===== src/rtl/texture_pkg.sv =====
// Shared types and helpers for the texture sampler: sprite config record,
// shade encoding and the palette lookup (index -> 12-bit RGB).
package texture_pkg;

  localparam int TEX_ID_W_MAX = 8;

  localparam logic [1:0] SHADE_FULL = 2'd0;
  localparam logic [1:0] SHADE_3Q   = 2'd1;
  localparam logic [1:0] SHADE_HALF = 2'd2;
  localparam logic [1:0] SHADE_1Q   = 2'd3;

  typedef struct packed {
    logic [9:0]              x0;
    logic [9:0]              y0;
    logic [1:0]              scale;
    logic [TEX_ID_W_MAX-1:0] tex_id;
    logic [1:0]              shade;
    logic                    enable;
  } sprite_cfg_t;

  function automatic logic [2:0] shade_mult(input logic [1:0] shade);
    logic [2:0] m;
    case (shade)
      SHADE_FULL: m = 3'd4;
      SHADE_3Q:   m = 3'd3;
      SHADE_HALF: m = 3'd2;
      default:    m = 3'd1;
    endcase
    return m;
  endfunction

  // Scale one 4-bit channel by (4 - shade)/4, truncating.
  function automatic logic [3:0] apply_shade(input logic [3:0] c, input logic [1:0] shade);
    logic [6:0] p;
    p = {3'b000, c} * {4'b0000, shade_mult(shade)};
    return 4'(p >> 2);
  endfunction

  function automatic logic [11:0] palette(input logic [7:0] idx);
    logic [11:0] rgb;
    if (idx == 8'd1) rgb = 12'hF84;
    else             rgb = {idx[3:0], idx[7:4], idx[3:0] ^ idx[7:4]};
    return rgb;
  endfunction

endpackage


===== src/rtl/texture_sampler_rom.sv =====
// Synchronous-read texel ROM holding NUM_TEX textures of palette indices,
// contents taken from the built-in texel image below.
module texture_sampler_rom #(
  parameter int NUM_TEX    = 4,
  parameter int TEX_W_LOG2 = 4,
  parameter int TEX_H_LOG2 = 4,
  parameter int IDX_W      = 8,
  localparam int ADDR_W    = $clog2(NUM_TEX * (1 << (TEX_W_LOG2 + TEX_H_LOG2)))
) (
  input  logic              vga_clk,
  input  logic [ADDR_W-1:0] addr,
  output logic [IDX_W-1:0]  data
);

  // Every 16th texel is transparent (low nibble 15) and every row-start texel uses index 1.
  function automatic logic [IDX_W-1:0] texel_image(input int unsigned a);
    logic [IDX_W-1:0] t;
    if (a % 16 == 15)     t = '0;
    else if (a % 16 == 0) t = IDX_W'(1);
    else                  t = IDX_W'((a * 7 + 3) % 256);
    return t;
  endfunction

  always_ff @(posedge vga_clk) begin
    data <= texel_image(32'(addr));
  end

endmodule


===== src/rtl/texture_sampler.sv =====
// Sprite texture sampler: double-buffered sprite config, 3-stage pixel
// pipeline (rect test + address, ROM read, palette + shade).
module texture_sampler
  import texture_pkg::*;
#(
  parameter int TEX_W_LOG2 = 4,
  parameter int TEX_H_LOG2 = 4,
  parameter int NUM_TEX    = 4,
  parameter int IDX_W      = 8,
  localparam int TID_W     = (NUM_TEX > 1) ? $clog2(NUM_TEX) : 1,
  localparam int ADDR_W    = $clog2(NUM_TEX * (1 << (TEX_W_LOG2 + TEX_H_LOG2)))
) (
  input  logic             vga_clk,
  input  logic             reset,
  input  logic [9:0]       DrawX,
  input  logic [9:0]       DrawY,
  input  logic             blank,
  input  logic             frame_start,
  input  logic             cfg_valid,
  output logic             cfg_ready,
  input  logic [9:0]       cfg_x0,
  input  logic [9:0]       cfg_y0,
  input  logic [1:0]       cfg_scale,
  input  logic [TID_W-1:0] cfg_tex_id,
  input  logic [1:0]       cfg_shade,
  input  logic             cfg_enable,
  output logic [3:0]       red,
  output logic [3:0]       green,
  output logic [3:0]       blue,
  output logic             hit
);

  localparam int TEX_W = 1 << TEX_W_LOG2;
  localparam int TEX_H = 1 << TEX_H_LOG2;

  sprite_cfg_t cfg_in, shadow, active;
  logic        pending_full;

  assign cfg_ready = !pending_full;
  assign cfg_in = '{x0: cfg_x0, y0: cfg_y0, scale: cfg_scale,
                    tex_id: TEX_ID_W_MAX'(cfg_tex_id), shade: cfg_shade,
                    enable: cfg_enable};

  // Commit only happens with a pending set, so it never collides with a transfer.
  always_ff @(posedge vga_clk) begin
    if (reset) begin
      pending_full <= 1'b0;
      active       <= '0;
    end else if (frame_start && pending_full) begin
      active       <= shadow;
      pending_full <= 1'b0;
    end else if (cfg_valid && cfg_ready) begin
      pending_full <= 1'b1;
    end
  end

  always_ff @(posedge vga_clk) begin
    if (cfg_valid && cfg_ready) shadow <= cfg_in;
  end

  logic [10:0]           dx, dy, lim_x, lim_y;
  logic [TEX_W_LOG2-1:0] u;
  logic [TEX_H_LOG2-1:0] v;
  logic                  in_rect;
  logic [ADDR_W-1:0]     rom_addr_d, rom_addr;

  // 11-bit differences: bit 10 set means the pixel is left of / above the sprite.
  assign dx      = {1'b0, DrawX} - {1'b0, active.x0};
  assign dy      = {1'b0, DrawY} - {1'b0, active.y0};
  assign lim_x   = 11'(TEX_W) << active.scale;
  assign lim_y   = 11'(TEX_H) << active.scale;
  assign in_rect = !dx[10] && !dy[10] && (dx < lim_x) && (dy < lim_y);
  assign u       = TEX_W_LOG2'(dx >> active.scale);
  assign v       = TEX_H_LOG2'(dy >> active.scale);
  assign rom_addr_d = ADDR_W'(int'(active.tex_id) * TEX_W * TEX_H + int'(v) * TEX_W + int'(u));

  logic             qual_s1, qual_s2;
  logic [1:0]       shade_s1, shade_s2;
  logic [IDX_W-1:0] rom_idx;
  logic [11:0]      pal_rgb;

  always_ff @(posedge vga_clk) begin
    rom_addr <= rom_addr_d;
    shade_s1 <= active.shade;
    shade_s2 <= shade_s1;
  end

  texture_sampler_rom #(
    .NUM_TEX    (NUM_TEX),
    .TEX_W_LOG2 (TEX_W_LOG2),
    .TEX_H_LOG2 (TEX_H_LOG2),
    .IDX_W      (IDX_W)
  ) u_rom (
    .vga_clk (vga_clk),
    .addr    (rom_addr),
    .data    (rom_idx)
  );

  assign pal_rgb = palette(8'(rom_idx));

  always_ff @(posedge vga_clk) begin
    if (reset) begin
      qual_s1 <= 1'b0;
      qual_s2 <= 1'b0;
      hit     <= 1'b0;
      red     <= 4'd0;
      green   <= 4'd0;
      blue    <= 4'd0;
    end else begin
      qual_s1 <= in_rect && active.enable && blank;
      qual_s2 <= qual_s1;
      if (qual_s2 && rom_idx != '0) begin
        hit   <= 1'b1;
        red   <= apply_shade(pal_rgb[11:8], shade_s2);
        green <= apply_shade(pal_rgb[7:4],  shade_s2);
        blue  <= apply_shade(pal_rgb[3:0],  shade_s2);
      end else begin
        hit   <= 1'b0;
        red   <= 4'd0;
        green <= 4'd0;
        blue  <= 4'd0;
      end
    end
  end

endmodule


===== config.mk =====
export PLATFORM = sky130hd
export DESIGN_NAME = texture_sampler
export DESIGN_NICKNAME = d
export VERILOG_FILES = /design/src/rtl/texture_pkg.sv /design/src/rtl/texture_sampler_rom.sv /design/src/rtl/texture_sampler.sv
export SDC_FILE = /design/constraint.sdc
export NUM_CORES = 1
export LEC_CHECK = 0
export ABC_AREA = 1
export CORE_UTILIZATION = 40
export CTS_CLUSTER_DIAMETER = 80
export DETAILED_ROUTE_END_ITERATION = 10
export PLACE_DENSITY_LB_ADDON = 0.2
export SYNTH_ARGS = -nofsm -noshare
export SYNTH_HDL_FRONTEND = slang
export SYNTH_SLANG_ARGS = --single-unit

===== constraint.sdc =====
create_clock -name vga_clk -period 4 [get_ports vga_clk]
set_clock_uncertainty 0.05 [all_clocks]
set_input_delay 0.8 -clock vga_clk [delete_from_list [all_inputs] [get_ports vga_clk]]
set_output_delay 0.8 -clock vga_clk [all_outputs]
set_load 0.01 [all_outputs]

======== Yosys cells after proc, flatten, opt, wreduce, memory -nomap -nowiden ========
Cells that the tools add are included.
Widths: inputs -> output; s select.
storage, ports and cells
  flip-flop bits (word level) ............. 92
  bits in latches ......................... 0
  bits in writable memories ............... 0
  ROM bits ................................ 0
  input bits .............................. 52
  logic and storage cells ................. 67
  memories ................................ 0
operators by class
  add/subtract/negate cells ............... 5
  multiply operators ...................... 4
  div/mod/pow operators ................... 0
  magnitude comparators ................... 2
  equal/unequal tests ..................... 4
  shifts and indexed selects .............. 3
  muxes and demuxes ....................... 6
  bitwise gates (word level) .............. 2
  reductions and logical operators ........ 17
operators by type and width
  cell                  count
  $logic_not 32->1      1
  $lt 11x11->1          2
  $shr 11x2->4          2
  $sub 10x10->11        2
  $mul 4x3->6           3
  $mux 12               1
  $shl 5x2->11 const A  1
  $add 10x4->10         1
  $add 10x8->10         1
  $mul 10x3->8 const B  1
  $pmux 3 s3            1
  $add 8x2->8 const B   1
  $eq 8x1->1 const B    1
  $logic_and 1x1->1     8
  $reduce_bool 8->1     1
  $mux 3                2
  $reduce_or 2->1       3
  $eq 4x4->1 const B    1
  $xor 4x4->4           1
  $logic_not 1->1       3
  $eq 2x1->1 const B    1
  $eq 2x2->1 const B    1
  $logic_not 2->1       1
  $mux 1                2
  $not 1->1             1

======== Longest topological paths before layout ========
  depth in word-level cells ............... 7
  depth in mapped cells ................... 18

======== By module ========
A second synthesis with hierarchy kept.
unflattened totals
  cell total of the unflattened synthesis .. 676
  area total of the unflattened synthesis .. 5570.3 um2
modules (own cells, without submodules)
  module               times used  cells each  area each (um2)
  texture_sampler      1           568         4739.5
  texture_sampler_rom  1           108         830.8

======== Worst setup path after synthesis ========
OpenSTA, ideal clock, no wires.
  path type ............................... in2reg
  from .................................... input DrawX[0]
  to ...................................... register qual_s1
  library setup time ...................... 0.064 ns
  data arrival time ....................... 2.764 ns
  required time ........................... 3.886 ns
  slack ................................... 1.123 ns
  stages on the path ...................... 17
  path buffers ............................ 0
  cells stage by stage .................... inv_1 ha_1 fa_1 inv_1 nand3_1 nand2_2 nand2_1 nand2_1 xor2_1 ha_1 a21oi_1 nand2_1 nand2_1 nand3_1 nor2_1 nand3_1 nor2_1
between the ends
  word-level cells in the longest chain between the ends .. 7
  elaborated cells on any way between the ends .. 8
  those cells by class .................... add/sub (1); order compare (1); reduce/logical (6)
RTL lines
  what                                                  RTL line                text
  start, declared                                       texture_sampler.sv:15   input logic [9:0] DrawX,
  $sub 10x10->11 *                                      texture_sampler.sv:68   assign dx = {1'b0, DrawX} - {1'b0, active.x0};
  branches (longest 2 deep; another with $lt 11x11->1)  -
  $logic_and 1x1->1 * (2 in series)                     texture_sampler.sv:72   assign in_rect = !dx[10] && !dy[10] && (dx < lim_x) && (dy < lim_y);
  $logic_and 1x1->1 * (2 in series)                     texture_sampler.sv:110  qual_s1 <= in_rect && active.enable && blank;
  end signal, assigned                                  texture_sampler.sv:110
  end, declared                                         texture_sampler.sv:77   logic qual_s1, qual_s2;
Mark *: on every way between the ends.
A chain may end at the register's enable or synchronous reset.

======== Worst setup path in the final report ========
Same ends and word-level chain as after synthesis.

==> metrics.cfg <==
[status]
status = completed

[floorplanning]
dieHeight_um = 116
core-area_sq_mm = 0.0126
start_util = 0.412
num_rows = 41
dieWidth_um = 116
dieArea_sq_mm = 0.0134
io_pins = 66

[place]
pre_cts_slack_ns = 0.441
gp_congestion = 0.875
port_buffers = 63
hpwl_mm = 7.73
dpl.cell_count = 857
post_dp_cell_area_sq_mm = 0.00604

[clock_network]
post_cts_buffers = 0
clk_pin_slew_ns = 0.06
cts.hold.buffers_added = 0
root_buffer = clkbuf_16
cts_tree = done
numCtsBuffers = 9
clockBufferDepth = 2
clock-sinks = 86
cts.repair.resized = 0
clk_latency_ns = 0.34
h-tree-depth = 3

[critical_path]
r2r_start = u_rom.data[5]
crit_arrival_ns = 3.43
r2r_setup_slack_ns = 1.28
path_common_cell = nand2_1
crit_slowest_cell = clkdlybuf4s50_1
cp-startpoint = DrawX[0]
worst_setup_path_start_kind = primary input
r2r_cells = 15
worst-setup-path-type = primary input to flip-flop
crit_fanout = 3
worstPathRequired_ns = 4.23
slowest_delay_ns = 0.46
cp-end-kind = flip-flop
crit_end = qual_s1
path_cells = clkdlybuf4s50_1, inv_1, ha_1, fa_1, inv_1, nand3_1, nand2_2, nand2_1, nand2_1, xor2_1, ha_1, a21oi_1, nand2_1, nand2_1, nand3_1, nor2_1, nand3_1, nor2_1
reg2reg_to = red[3]

[timing]
setup_viol = 0
fin_crit_ns = 3.20
setup_tns_ns = 0
rsz0062_at_grt = false
finalMaxSlewViolations = 0
relSlewSlack = 0.531
report.final.hold_viol_count = 0
worstMarginPinSlew_ns = 0.702
fmax_mhz = 312
finalWorstSetupSlack_ns = 0.798
finalCritPeriodShare = 0.800

[cells_and_area]
num_antenna_cells = 0
nFillCells = 1231
instances_no_fill = 873
final_common_cell = nand2_1
final_cell_area_sq_mm = 0.00636
final_cell_mix = nand2_1 (114), inv_1 (107), clkdlybuf4s50_1 (63)
syn2layout_area_growth_pct = 22.4
drive_above_1_share = 0.0556
final_nets = 823

[pwr]
leakage_nw = 2.91
powerDensity_mw_per_mm2 = 505
vdd_ir_drop_max_mv = 0.291
finalPower_w = 0.00321

[route]
via_count = 4038
drtIter0Drc = 141
dr.pass1.iters = 4
viasPerCell = 4.63
postRouteWirelength_mm = 9.72
avgRoutedWirePerCell_um = 11.1
drc = 0
ant_nets = 0

[synth]
yosys-top-cells-area = dfxtp_1 (24%), edfxtp_1 (14%), ha_1 (14%)
syn-instance-count = 626
yosys_warnings = 0
synth.net_count = 753
ys.flop_type = dfxtp_1
synth_seq_area_share = 0.380
synth.avg_cell_area_sq_um = 8.30
synth_top_area_cell = dfxtp_1
synth.distinct_cells = 34
synthArstFlopShare = 0
synth_area_sq_mm = 0.00519
netlist.area_leader.share = 0.235
ys_ff_latch = 86
synth-edff-count = 25

[grt]
grt_pass1_wl_mm = 17.2
grt_pass1_vias = 4093
antenna_found_initial = 0
grt_usage = 0.163
grt.overflow.total = 0
grt_max_degree = 27

[min_path]
holdPathStages = 0
worstHoldPathType = flip-flop to flip-flop
min-delay-start = shade_s1[0]

[job]
maxCapViolations = 0

[layout make-up]
type                    count  area [sq um]  share of cell area
flip-flops and latches     86          1970               0.310
repair buffers             67           661               0.104
clock buffers              13           293              0.0461
well taps                 172           215              0.0339
inverters                 110           413              0.0649
multi-input cells         422          2780               0.438
clock inverters             3          21.3             0.00335
[critical path, delay by kind of cell]
| family | cells | cell delay (ns) |
|---|---|---|
| fa+ha+maj | 3 | 0.92 |
| compound gates | 1 | 0.15 |
| buf+inv | 3 | 0.58 |
| xor+xnor | 1 | 0.21 |
| simple gates | 10 | 0.77 |
[worst min-delay path by stage]
stage                   to  slack, ns
5_1_grt        shade_s2[0]       0.29
3_5_place_dp   shade_s2[0]       0.26
3_3_place_gp   shade_s2[0]       0.26
2_1_floorplan  shade_s2[0]       0.26
4_1_cts        shade_s2[0]       0.27
6_report       shade_s2[0]       0.27
[metrics by stage]
step	util	hold WS [ns]
global route	0.504	0.286
CTS	0.504	0.270
floorplan	-	0.260
global placement	0.479	0.262
finish	0.504	0.272
detailed placement	0.479	0.264
[cell usage after synthesis, drive strengths merged (2+ instances only)]
master,count
xnor2,10
nand3b,2
a21oi,49
clkbuf,8
o211ai,2
o21ai,41
inv,109
o21bai,7
nor3,3
dfxtp,61
or2,3
nand4,4
nor2,60
nand2,120
ha,59
xor2,15
nand3,26
fa,16
edfxtp,25
[cells by family after synthesis]
group	count (synthesis)	synth area share
XOR/XNOR	25	0.0494
AO/OA/AOI/OAI	102	0.104
flip-flops	86	0.380
AND/OR/NAND/NOR	220	0.178
adder cells (fa/ha/maj)	75	0.204
buffers and inverters	118	0.0853
[power breakdown]
part	total, W	internal, W	switching, W	leakage, nW
combinational	0.00125	0.000541	0.000711	2.02
sequential	0.00110	0.00100	0.0000946	0.741
clock	0.000859	0.000515	0.000344	0.153
total	0.00321	0.00206	0.00115	2.91
[metal layers]
layer	vias to the layer above	part of all wire	global-route usage
li1	2143	-	-
met1	1828	0.43	0.179
met2	54	0.52	0.302
met3	13	0.035	0.0424
met4	0	0.018	0.0590
met5	-	0	0
[sequential cells by signal, indices dropped and copies added, names as in the netlist]
signal / count
red: 4
u_rom.data: 8
qual_s2: 1
blue: 4
active: 25
rom_addr: 8
shadow: 25
qual_s1: 1
green: 4
pending_full: 1
shade_s2: 2
hit: 1
shade_s1: 2
(Power assumes the default switching activity.)
==> RTL change (config.mk and constraints unchanged) <==
Reset style: asynchronous (`reset`), changed in 2 clocked blocks.
--- a/src/rtl/texture_sampler.sv
+++ b/src/rtl/texture_sampler.sv
@@ -42,7 +42,7 @@
                     enable: cfg_enable};
 
   // Commit only happens with a pending set, so it never collides with a transfer.
-  always_ff @(posedge vga_clk) begin
+  always_ff @(posedge vga_clk or posedge reset) begin
     if (reset) begin
       pending_full <= 1'b0;
       active       <= '0;
@@ -98,7 +98,7 @@
 
   assign pal_rgb = palette(8'(rom_idx));
 
-  always_ff @(posedge vga_clk) begin
+  always_ff @(posedge vga_clk or posedge reset) begin
     if (reset) begin
       qual_s1 <= 1'b0;
       qual_s2 <= 1'b0;
Check against the original RTL: differs if reset is asserted again (counterexample within 4 cycles, from zero or initial values and one cycle with reset high); with reset held inactive, the same outputs for 4 cycles.
==> RTL change against the original RTL <==
Sequential cell count stayed put. Worst setup slack hardly changed. Critical path type unchanged. Wire length is 6.7% higher. Highest routed layer unchanged. Synthesized area is 5.5% higher. Register-to-register slack worse by 0.02 ns. Design area is 4.4% higher. Non-clock buffer count is 1 higher. Count of clock-buffer cells in the layout is 2 lower. Die area is 5.4% higher. Sequential share of layout area is 1.8 points higher. First-iteration DRC count is 2.1% higher.
Power is not compared: it rests on default switching activity, and its combinational part moved more than twofold at a synthesized area within 25%.
==> RTL change: results <==
export IMPL_outcome="finished clean"
export IMPL_grt_pass1_wl_um=18800
export IMPL_synth_cell_type_count=36
export IMPL_synth_top_cells_by_count="sky130_fd_sc_hd__nand2_1 (132), sky130_fd_sc_hd__inv_1 (121), sky130_fd_sc_hd__ha_1 (59), sky130_fd_sc_hd__nor2_1 (52), sky130_fd_sc_hd__a21oi_1 (51)"
export IMPL_postSynthCellCount=646
export IMPL_grt_use_total_pct=16.7
export IMPL_initialDrtViolationCount=144
export IMPL_timing_max_slew_rel_slack_pct=33.9
export IMPL_asyncSetResetFlopFracSynth_pct=47.7
export IMPL_instances_no_fill=899
export IMPL_final_layout_size_suffix_gt1_share_pct=6.92
export IMPL_cp_startpoint="DrawY[0]"
export IMPL_detailed_place_area_um2=6340
export IMPL_postSynth_topFlopCell="sky130_fd_sc_hd__dfrtp_1"
export IMPL_detail_route_wl_per_cell_um=11.5
export IMPL_gp_congestion=0.884
export IMPL_numPlacedInstances=883
export IMPL_grt_start_max_net_pins=29
export IMPL_nets=845
export IMPL_hold_path_class="reg -> reg"
export IMPL_synth_edff_count=25
export IMPL_dpl_worst_slack_ns=0.421
export IMPL_route_vias_total=4160
export IMPL_fillers=1293
export IMPL_critPathMaxStageDelay_ns=0.48
export IMPL_startpoint_of_the_worst_slack_reg_to_reg_timing_path="u_rom.data[0]"
export IMPL_post_synth_main_area_contributors="sky130_fd_sc_hd__dfrtp_1 (19%), sky130_fd_sc_hd__edfxtp_1 (14%), sky130_fd_sc_hd__ha_1 (13%), sky130_fd_sc_hd__nand2_1 (9.0%), sky130_fd_sc_hd__inv_1 (8.3%)"
export IMPL_syn_to_final_growth_pct=21.1
RTL change: changes by cell type in the layout (fill, tap and decap cells not counted), sizes merged, moves of 3 or more:
cell	change
o21bai	-4
mux2	+4
inv	+18
dfxtp	-41
dfrtp	+41
nand2	+20
nand3	+12
xnor2	+3
o21ai	-24
nor2	-5
xor2	-7
RTL change: layer usage:
layer  up-vias  routed length, um  part of all wire, %  GRT usage, %
li1       2191                  -                    -             -
met3        15                328                  3.2          3.74
met4         0                216                  2.1          6.80
met1      1896               4740                   46          19.8
met5         -                  0                    0             0
met2        58               5090                   49          29.0
RTL change: final timing paths:
check | end | slack (ns) | depth (start not counted)
max in group asynchronous | active[27] | 2.37 | 3
worst max register to register | blue[3] | 1.26 | 14
worst min-delay path | shade_s2[0] | 0.27 | 0
min in group asynchronous | green[1] | 0.73 | 2
worst min register to register | shade_s2[0] | 0.27 | 0
worst max-delay path | qual_s1 | 0.80 | 17
RTL change: report_power, final:
group | internal, mW | switching (mW)
combinational | 1.11 | 1.59
clock | 0.502 | 0.339
sequential | 1.11 | 0.158
RTL change: worst max-delay path: cells and delay by family:
family          cells  cell delay [ns]
fa+ha+maj           3             0.93
xor+xnor            1             0.15
compound gates      2             0.27
simple gates        7             0.57
buf+inv             4             0.70
RTL change: cell families after synthesis:
| kind of cell | Yosys count | share of synthesized area, % |
|---|---|---|
| buf+inv | 133 | 9.20 |
| simple gates | 249 | 19.7 |
| xor+xnor | 21 | 3.63 |
| mux | 4 | 0.821 |
| compound gates | 78 | 7.67 |
| fa+ha+maj | 75 | 19.3 |
| flops | 86 | 39.7 |
RTL change: cell type report:
cell class	count	share of cell area (%)
multi-input cells	427	42.2
repair buffers	68	10.1
clock inverters	5	0.848
clock buffers	11	3.66
inverters	126	7.12
well taps	176	3.32
flip-flops and latches	86	32.8
